--- src/rtl/status_flag_unit.sv ---
// status_flag_unit: architectural NZCV status register with in-flight S-bit hazard tracking and a one-entry shadow.
// Optional macro FLAG_BYPASS_EN forwards flag_in onto status in the write cycle and releases dependents one cycle earlier.
module status_flag_unit #(
  parameter int unsigned FLAG_LAT    = 2,
  parameter logic [3:0]  RESET_FLAGS = 4'b0000
) (
  input  logic       clk,
  input  logic       rst,
  input  logic       id_valid,
  input  logic [3:0] id_cond,
  input  logic       id_s,
  input  logic       flush,
  input  logic       flag_wr,
  input  logic [3:0] flag_in,
  input  logic       save,
  input  logic       restore,
  output logic [3:0] status,
  output logic       stall_id,
  output logic [2:0] pending,
  output logic       err_underflow
);

  if (FLAG_LAT < 1 || FLAG_LAT > 4) begin : g_bad_flag_lat
    $error("status_flag_unit: FLAG_LAT must be in the range 1..4");
  end

  logic [FLAG_LAT-1:0] sreg_q, sreg_d;
  logic [3:0]          status_q, status_d;
  logic [3:0]          shadow_q, shadow_d;
  logic                err_q, err_d;
  logic                retiring;
  logic                reads_flags;
  logic                new_entry;
  logic [2:0]          pend_all;
  logic [2:0]          pend_eff;

  assign retiring    = sreg_q[FLAG_LAT-1];
  assign reads_flags = (id_cond < 4'b1110);

  always_comb begin
    pend_all = 3'd0;
    for (int i = 0; i < FLAG_LAT; i++) begin
      pend_all = pend_all + {2'b00, sreg_q[i]};
    end
  end

  // With bypass, the writer retiring this cycle already supplies its flags, so it no longer blocks readers.
`ifdef FLAG_BYPASS_EN
  assign pend_eff = pend_all - {2'b00, flag_wr & retiring};
`else
  assign pend_eff = pend_all;
`endif

  assign stall_id  = id_valid & reads_flags & (pend_eff != 3'd0);
  assign new_entry = id_valid & id_s & ~stall_id & ~flush;

  // A flush drops every younger writer; only the retiring slot survives, and it leaves this edge anyway.
  always_comb begin
    sreg_d = '0;
    if (!flush) begin
      for (int i = FLAG_LAT - 1; i > 0; i--) begin
        sreg_d[i] = sreg_q[i-1];
      end
      sreg_d[0] = new_entry;
    end
  end

  always_comb begin
    status_d = status_q;
    if (restore) begin
      status_d = shadow_q;
    end else if (flag_wr) begin
      status_d = flag_in;
    end
    shadow_d = save ? status_q : shadow_q;
    err_d    = err_q | (flag_wr & ~retiring);
  end

  always_ff @(posedge clk) begin
    if (rst) begin
      sreg_q   <= '0;
      status_q <= RESET_FLAGS;
      shadow_q <= RESET_FLAGS;
      err_q    <= 1'b0;
    end else begin
      sreg_q   <= sreg_d;
      status_q <= status_d;
      shadow_q <= shadow_d;
      err_q    <= err_d;
    end
  end

`ifdef FLAG_BYPASS_EN
  always_comb begin
    status = status_q;
    if (restore) begin
      status = shadow_q;
    end else if (flag_wr) begin
      status = flag_in;
    end
  end
`else
  assign status = status_q;
`endif

  assign pending       = pend_all;
  assign err_underflow = err_q;

endmodule
--- config.mk ---
export PLATFORM = sky130hd
export DESIGN_NAME = status_flag_unit
export DESIGN_NICKNAME = d
export VERILOG_FILES = /design/src/rtl/status_flag_unit.sv
export SDC_FILE = /design/constraint.sdc
export NUM_CORES = 1
export LEC_CHECK = 0
export BUFFER_PORTS_ARGS = -buffer_cell sky130_fd_sc_hd__buf_2
export CORE_AREA = 2 2 39 41
export DETAILED_ROUTE_END_ITERATION = 10
export DIE_AREA = 0 0 41 43
export HOLD_SLACK_MARGIN = 0.15
export PLACE_DENSITY = 0.67
export SYNTH_ARGS = -nofsm -noshare
export SYNTH_HDL_FRONTEND = slang
export SYNTH_SLANG_ARGS = --single-unit
--- constraint.sdc ---
create_clock -name clk -period 1.3 [get_ports clk]
set_clock_uncertainty 0.2 [all_clocks]
set_input_delay 0.26 -clock clk [delete_from_list [all_inputs] [get_ports clk]]
set_output_delay 0.26 -clock clk [all_outputs]
set_load 0.005 [all_outputs]
==> flow_summary.toml, run 1 <==
[outcome]
status = "complete, but fails checks"
violations = "negative setup slack"

[cts]
htreeDepth = 1
cts_num_sinks = 11
cts_tree = "built"
clk_pin_slew_ps = 70
cts_buffers = 3
cts_root_buffer = "clkbuf_4"
cts_buffer_depth = 2
clk-insertion-delay-late_ps = 260

[detailed_routing]
drtAntennaViolNets = 0
vias_per_cell = 4.51
num_vias = 456
drt-total-wl_um = 1110
dr.pass1.iters = 3
drt_iter0_markers = 1
drc = 0
wl_per_cell_um = 11.0

[pwr]
clock_power_share = 0.321
power_leakage_uw = 0.000384
power.internal_uw = 544
switching_share = 0.238
seq_power_share = 0.507
power.total_uw = 714
ir_drop_v = 0.000503
powerDensity_nw_per_um2 = 893
switching_power_uw = 170
p_comb_frac = 0.172

[critical_path]
startpoint_type = "flop"
timing.rr.start = "sreg_q[0]"
cp_max_fo = 2
ff2ff_setup_slack_ps = 100
worstPathRequired_ps = 840
crit_chain = "inv_2 -> ha_4 -> nor3b_2 -> buf_2"
rr_worst_depth = 4
cpMaxStageDelayCell = "dfxtp_2"
rr_endpoint = "sreg_q[0]"
path_class = "flop to primary output"
cp.arrival_ps = 1080
cpPeakStageDelay_ps = 340
crit_buf_inv = 2
crit_family = "flip-flops"
cp-end-kind = "primary output"

[floorplanning]
ioPinCount = 25
fp.dieH_um = 43
die_w_um = 41
start_util = 0.352
die_area_sq_um = 1760
rows = 14
core_sq_um = 1380

[hold_path]
worst_hold_path_type = "input pin to flop"
whs_path_depth = 3
hold_path.startpoint = "flag_in[1]"
worstHoldEndpoint = "status[1]"

[layout]
fin_util = 0.578
fin_nets = 104
multi_input_area_sq_um = 272
regArea_sq_um = 223
fill_cells = 117
drive_above_1_share = 0.494
num_antenna_cells = 0
final_cell_area_sq_um = 800
area_growth_pct = 64.3

[logic_synthesis]
yosys_warnings = 0
synth.yosys.seq_area_share = 0.452
synth_edf_count = 0
synth-main-ff-cell = "dfxtp_1"
syn_area_sq_um = 487
synth.distinct_cells = 18
synth_fp_nets = 67
ys_ff_latch = 11
synthCells = 49
postSynthAreaPerCell_sq_um = 9.93
async_flop_share = 0

[sta]
setup_violations = 3
rsz0062_at_grt = "yes"
fin_ws_ps = -236
finalSetupTns_ps = -528
fin_crit_ps = 1540
period_share = 1.18
slew_viol_final = 0
fmax_mhz = 651
hold_violations = 0

[global_routing]
grt.overflow.total = 0
grt_pass1_wl_um = 1700
first_global_vias = 402
grt_max_degree = 12
antenna_found_initial = 0
use_met3 = 0.0471
grtUsageMet1 = 0.176
met2_usage = 0.225
top_usage_layer = "met2"
grt_usage = 0.151

[placed_design]
port-buffer-count = 22
gp_congestion = 0.686
dpl_cell_area_sq_um = 612
dp_worst_setup_slack_ps = -74.5

[run]
cap_violations = 0
## Yosys cell counts, types with 2 or more instances
library cell,n,share of area
a211oi_1,4,0.062
nor2_1,5,0.039
dfxtp_1,11,0.45
mux2i_1,8,0.16
inv_1,4,0.031
nor2b_1,4,0.051
ha_1,2,0.051
## per-stage QoR
step / hold WS (ps) / cells
after floorplan: 137 / 49
after global placement: 231 / 86
after detailed placement: 240 / 86
after CTS: 155 / 100
after global routing: 178 / 101
final: 179 / 101
## sequential cells by signal (all words and copies together), names as in the netlist
signal,flops
status,4
err_underflow,1
sreg_q,2
shadow_q,4
## worst min-delay path: cells and delay by family
kind	cells	cell delay (ps)
muxes	1	150
AOI/OAI and AO/OA	1	90
buffers and inverters	1	100
## how the worst max path moves through the flow
stage | startpoint | endpoint | slack [ps] | cells after the start
finish | sreg_q[0] | stall_id | -240 | 4
floorplan | sreg_q[0] | stall_id | 60 | 3
global route | sreg_q[0] | stall_id | -320 | 4
detailed placement | sreg_q[0] | stall_id | -70 | 4
CTS | sreg_q[0] | stall_id | -230 | 4
global placement | sreg_q[0] | stall_id | -40 | 4
## routing by layer
| layer | vias up | routed length (um) |
|---|---|---|
| li1 | 233 | - |
| met1 | 210 | 494 |
| met2 | 11 | 570 |
| met3 | 2 | 34 |
| met4 | 0 | 14 |
| met5 | - | 0 |
## timing repair
| action | 4_1_cts | 5_1_grt |
|---|---|---|
| hold buffers | 8 | 0 |
| buffers inserted | 2 | 1 |
| gates resized for setup | 9 | 7 |
| setup endpoints to repair | 3 | 7 |
| hold endpoints to repair | 11 | 0 |
| cloned | 0 | 0 |
| pin swaps | 2 | 0 |
## layout make-up
class / count / share of cell area
clock buffers: 4 / 0.0329
inverters: 4 / 0.0188
multi-input cells: 30 / 0.340
flip-flops and latches: 11 / 0.279
well taps: 16 / 0.0250
repair buffers: 36 / 0.305
## cells in the final DEF, fill, tap and decap left out, types with 2 or more instances in the layout
cell type,netlist,layout
dlygate4sd3_1,0,8
clkbuf_4,0,3
a211oi_2,0,3
mux2i_1,8,8
nor2b_1,4,4
dfxtp_2,0,2
nor2_1,5,4
buf_4,1,7
inv_2,0,2
inv_1,4,2
buf_2,0,20
ha_4,0,2
dfxtp_1,11,9
## logic make-up (layout without fill, tap and decap cells)
kind of cell    count (synthesis)  after routing  share of synthesized area
mux                             8              8                      0.165
other cells                     1              1                    0.00770
flops                          11             11                      0.452
buf+inv                         8             44                     0.0874
simple gates                   13             13                      0.141
fa+ha+maj                       2              2                     0.0514
compound gates                  6              6                     0.0951
## power groups by stage
stage               Clock (uW)  Sequential (uW)  Combinational (uW)
floorplan                    0              369                50.3
global placement             0              368                85.7
detailed placement           0              369                87.1
CTS                        238              362                 113
global route               262              363                 135
finish                     229              362                 123
Note: power is estimated with default switching activity, not from simulation.
==> run 2: changes to the inputs <==
--- a/config.mk
+++ b/config.mk
@@ -5,12 +5,13 @@
 export SDC_FILE = /design/constraint.sdc
 export NUM_CORES = 1
 export LEC_CHECK = 0
+export ABC_AREA = 1
 export BUFFER_PORTS_ARGS = -buffer_cell sky130_fd_sc_hd__buf_2
 export CORE_AREA = 2 2 39 41
 export DETAILED_ROUTE_END_ITERATION = 10
 export DIE_AREA = 0 0 41 43
 export HOLD_SLACK_MARGIN = 0.15
-export PLACE_DENSITY = 0.67
+export PLACE_DENSITY = 0.68
 export SYNTH_ARGS = -nofsm -noshare
 export SYNTH_HDL_FRONTEND = slang
 export SYNTH_SLANG_ARGS = --single-unit
==> run 2 against run 1 <==
Effect of this change: global-route usage rose by 1.4 points; fmax is 0.62% higher; the flow still finishes with violations (negative setup slack); critical path type unchanged; combinational power grew 7%; final cell count grew 20%; design area is 0.16% lower; sequential cell count unchanged; synthesized cell count grew 43%; synthesized area is 3.1% higher; non-clock buffer count down 3; worst hold slack got worse by 5.8 ps.
==> flow_summary.toml, run 2 <==
[hold_path]
worst_hold_path_type = "input pin to flop"

[pwr]
power.internal_uw = 542
switching_share = 0.275
ir_drop_v = 0.000516
clock_power_share = 0.331
seq_power_share = 0.492
switching_power_uw = 206
power_leakage_uw = 0.000417
p_comb_frac = 0.176
powerDensity_nw_per_um2 = 936

[critical_path]
path_class = "flop to primary output"
startpoint_type = "flop"
cp-end-kind = "primary output"
cp_max_fo = 2
cp.arrival_ps = 1070
worstPathRequired_ps = 840

[logic_synthesis]
yosys_warnings = 0
synthCells = 70
postSynthAreaPerCell_sq_um = 7.17
synth_top_area_frac = 0.439
synth_most_common_cell = "inv_1"
ys_ff_latch = 11
synth_xor_area_frac = 0
synth_common_cells = "inv_1, dfxtp_1, nand2_1"
yosys.area_share.adder = 0.0499
synthTopCellsByArea = "dfxtp_1, inv_1, a21oi_1, nand2_1, nor2_1"
synth_top_family_by_area = "simple AND/OR/NAND/NOR gates"
syn_area_sq_um = 502
async_flop_share = 0
synth.yosys.seq_area_share = 0.439
synth.distinct_cells = 15
synth_mux_area_frac = 0
synth-main-ff-cell = "dfxtp_1"
synth-compound-area-share = 0.130
synth_fp_nets = 88
yosys.area_share.simple = 0.217
synth_area_leader_cell = "dfxtp_1"
synth_edf_count = 0

[floorplanning]
die_w_um = 41
fp.dieH_um = 43
ioPinCount = 25
die_area_sq_um = 1760
rows = 14
start_util = 0.363
core_sq_um = 1380

[global_routing]
grt_max_degree = 10
grt_pass1_wl_um = 1900
first_global_vias = 484
grt.overflow.total = 0
antenna_found_initial = 0
grt_usage = 0.165

[cts]
clk_pin_slew_ps = 80
htreeDepth = 1
cts_root_buffer = "clkbuf_4"
cts_tree = "built"
cts_num_sinks = 11
clk-insertion-delay-late_ps = 280
cts_buffer_depth = 2
cts_buffers = 3

[outcome]
violations = "negative setup slack"
status = "complete, but fails checks"

[detailed_routing]
vias_per_cell = 4.45
num_vias = 539
drt_iter0_markers = 5
dr.pass1.iters = 4
drtAntennaViolNets = 0
drc = 0
wl_per_cell_um = 10.4
drt-total-wl_um = 1260

[layout]
num_antenna_cells = 0
drive_above_1_share = 0.381
final_cell_area_sq_um = 798
fin_nets = 124
layout_commonest_cell = "buf_2"
area_growth_pct = 59.1
instances_no_fill = 121
layout_common_cells = "buf_2, nand2_1, inv_1"

[placed_design]
dpl_cell_area_sq_um = 613
port-buffer-count = 22
gp_congestion = 0.752
hpwlAfterDp_um = 767
dp.cells = 106
dp_worst_setup_slack_ps = -35.7

[sta]
rsz0062_at_grt = "yes"
slew_viol_final = 0
fin_ws_ps = -226
period_share = 1.17
setup_violations = 3
fin_crit_ps = 1530
fmax_mhz = 655
hold_violations = 0

[run]
cap_violations = 0
## run 2: cell count changes after synthesis, sizes merged, moves of 8 or more
cell   change
inv       +12
nand2     +11
mux2i      -8
a21oi      +8
## run 2: cells by family after synthesis
logic type | Yosys count
buffers and inverters | 18
AOI/OAI and AO/OA | 13
adders and majority gates | 2
and+or+nand+nor | 25
other | 1
DFF | 11
## run 2: area by class of cell
class	instances	area (sq um)
multi-input cells	41	228
inverters	16	60.1
fillers	144	586
flip-flops and latches	11	223
repair buffers	33	240
well taps	16	20.0
clock inverters	1	5.00
clock buffers	3	22.5
## run 2: worst paths after layout
| check | start | endpoint | slack [ps] | cells past startpoint |
|---|---|---|---|---|
| worst max register to register | sreg_q[1] | sreg_q[0] | 140 | 7 |
| worst min-delay path | id_valid | sreg_q[0] | 170 | 5 |
| worst max-delay path | sreg_q[1] | stall_id | -230 | 6 |
| worst min register to register | sreg_q[0] | sreg_q[1] | 270 | 2 |
## run 2: critical path: stages, from the launching register on
cell and delay (ps):
dfxtp_2 340, inv_2 50, ha_4 150, inv_2 40, nand3_2 60, inv_2 60, buf_6 80
## run 2: power groups by stage
| stage | combinational (uW) | sequential, uW | clock, uW |
|---|---|---|---|
| 5_1_grt | 149 | 370 | 263 |
| 2_1_floorplan | 54.1 | 376 | 0 |
| 6_report | 132 | 368 | 248 |
| 3_5_place_dp | 98.7 | 375 | 0 |
| 4_1_cts | 127 | 368 | 248 |
| 3_3_place_gp | 97.2 | 374 | 0 |
## run 2: repair_timing
| action | CTS | global route |
|---|---|---|
| setup buffers | 3 | 0 |
| pin swaps | 2 | 1 |
| endpoints found under the setup margin | 3 | 8 |
| gates cloned | 0 | 0 |
| gates resized for setup | 9 | 6 |
| hold buffers | 9 | 1 |
| hold endpoints to repair | 11 | 1 |
## run 2: layer usage
metal,GRT usage,routed length [um],vias up
li1,-,-,282
met2,0.263,640,22
met4,0.100,36,0
met5,0,0,-
met3,0.0471,87,5
met1,0.181,491,230
## run 2: per-stage QoR
step / util / TNS, ps / hold WS, ps / total power, uW
after floorplan: - / 0 / 132 / 430
after global placement: 0.443 / 0 / 248 / 472
after detailed placement: 0.443 / -35.7 / 259 / 474
after CTS: 0.563 / -589 / 100 / 742
after global routing: 0.577 / -705 / 195 / 782
final: 0.577 / -587 / 174 / 747
==> run 3: changes to the inputs <==
--- a/config.mk
+++ b/config.mk
@@ -8,6 +8,7 @@
 export ABC_AREA = 1
 export BUFFER_PORTS_ARGS = -buffer_cell sky130_fd_sc_hd__buf_2
 export CORE_AREA = 2 2 39 41
+export CTS_BUF_LIST = sky130_fd_sc_hd__clkbuf_8
 export DETAILED_ROUTE_END_ITERATION = 10
 export DIE_AREA = 0 0 41 43
 export HOLD_SLACK_MARGIN = 0.15
==> run 3 against run 2 <==
Effect of this change: the run still ends with negative setup slack left; largest power group unchanged; via count rose by 1.3%; non-clock buffer count rose by 3; critical path type unchanged; routed wire length rose by 3.3%; utilization rose by 2.6 points; critical endpoint unchanged; sequential power barely moved; sequential share of layout area fell by 1.2 points; largest cell class unchanged.
==> flow_summary.toml, run 3 (synthesis results as in run 2) <==
[pwr]
power.internal_uw = 642
switching_power_uw = 215
p_comb_frac = 0.158
clock_power_share = 0.410
seq_power_share = 0.431
ir_drop_v = 0.000576
powerDensity_nw_per_um2 = 1030
power.total_uw = 857
switching_share = 0.251
power_leakage_uw = 0.000429

[global_routing]
first_global_vias = 500
grt_pass1_wl_um = 1900
antenna_found_initial = 0
grt_max_degree = 10
grt.overflow.total = 0
grt_usage = 0.167

[critical_path]
path_class = "flop to primary output"
crit_top_cell = "inv_2"
crit_end = "stall_id"
startpoint_type = "flop"
cp_max_fo = 2
ff2ff_setup_slack_ps = 30
cp_num_cells = 6
rr_endpoint = "sreg_q[0]"
cpPeakStageDelay_ps = 330
cp-startpoint = "sreg_q[1]"
cp-end-kind = "primary output"
crit_buf_inv = 4
timing.rr.start = "sreg_q[1]"
crit_chain = "inv_2 -> ha_4 -> inv_2 -> nand3_2 -> inv_2 -> buf_6"
cpMaxStageDelayCell = "dfxtp_2"
crit_family = "flip-flops"
rr_worst_depth = 8
cp.arrival_ps = 1020
worstPathRequired_ps = 840

[run]
cap_violations = 0

[outcome]
status = "complete, but fails checks"
violations = "negative setup slack"

[sta]
slew_viol_final = 0
rsz0062_at_grt = "yes"
fin_crit_ps = 1480
fmax_mhz = 678
fin_ws_ps = -175
setup_violations = 3
hold_violations = 0
period_share = 1.13

[floorplanning]
core_sq_um = 1380
fp.dieH_um = 43
rows = 14
start_util = 0.363
die_w_um = 41
die_area_sq_um = 1760
ioPinCount = 25

[cts]
clk-insertion-delay-late_ps = 240
cts_hold_buf = 11
cts_root_buffer = "clkbuf_8"
cts_buffers = 3
cts_num_sinks = 11
clk_pin_slew_ps = 50
cts_tree = "built"
cts_buffer_depth = 2
htreeDepth = 1

[detailed_routing]
num_vias = 546
vias_per_cell = 4.40
drt_iter0_markers = 4
drtAntennaViolNets = 0
dr.pass1.iters = 4
drc = 0
wl_per_cell_um = 10.5
drt-total-wl_um = 1300

[layout]
layout_commonest_cell = "buf_2"
layout_common_cells = "buf_2, nand2_1, inv_1"
final_cell_area_sq_um = 835
multi_input_area_sq_um = 230
fill_cells = 135
fin_nets = 127
regArea_sq_um = 223
drive_above_1_share = 0.398
num_antenna_cells = 0
area_growth_pct = 66.3

[placed_design]
port-buffer-count = 22
dp_worst_setup_slack_ps = -35.7
dpl_cell_area_sq_um = 613
hpwlAfterDp_um = 767
gp_congestion = 0.752

[hold_path]
worst_hold_path_type = "input pin to flop"
[run 3: cell types whose count changed in the layout (fill, tap and decap cells not counted), sizes merged]
cell and change:
dlymetal6s4s -1, dlygate4sd3 +1, buf +3
[run 3: per-layer routing]
| metal | part of all wire | GRT usage | routed length, um |
|---|---|---|---|
| met1 | 0.37 | 0.168 | 477 |
| met2 | 0.53 | 0.281 | 688 |
| met3 | 0.076 | 0.0471 | 98 |
| met4 | 0.025 | 0.100 | 32 |
| met5 | 0 | 0 | 0 |
[run 3: how the worst min path moves through the flow]
stage | from | endpoint | cells past startpoint
global route | rst | status[3] | 4
floorplan | rst | err_underflow | 1
detailed placement | err_underflow | err_underflow | 2
CTS | id_valid | sreg_q[0] | 5
finish | rst | status[3] | 4
global placement | err_underflow | err_underflow | 2
[run 3: metrics by stage]
stage	util	hold WS (ps)	setup TNS [ps]	cells
after floorplan	-	132	0	70
after global placement	0.443	248	0	106
after detailed placement	0.443	259	-35.7	106
after CTS	0.591	187	-475	124
after global routing	0.603	149	-584	124
final	0.603	103	-447	124
[run 3: power groups by stage]
stage / Sequential, uW / Clock [uW] / Combinational [uW]
4_1_cts: 369 / 356 / 132
3_3_place_gp: 374 / 0 / 97.2
3_5_place_dp: 375 / 0 / 98.7
6_report: 369 / 352 / 136
2_1_floorplan: 376 / 0 / 54.1
5_1_grt: 371 / 370 / 153
[run 3: repair_timing]
action                                  in CTS  in global routing
gates resized for setup                      9                  5
gates cloned                                 0                  0
buffers inserted                             3                  1
hold endpoints to repair                    11                  1
pin swaps                                    2                  0
endpoints found under the setup margin       3                 10
[run 3: tightest hold or removal path: cells and delay by family]
kind                   cells  cell delay, ps
AND/OR/NAND/NOR            2              80
AO/OA/AOI/OAI              1              50
buffers and inverters      1             110
[run 3: layout make-up]
cell class | instances | share of cell area
Tap cell | 16 | 0.0240
Inverter | 16 | 0.0720
Clock inverter | 1 | 0.00600
Multi-Input combinational cell | 41 | 0.276
Clock buffer | 3 | 0.0495
Timing Repair Buffer | 36 | 0.306
Sequential cell | 11 | 0.267
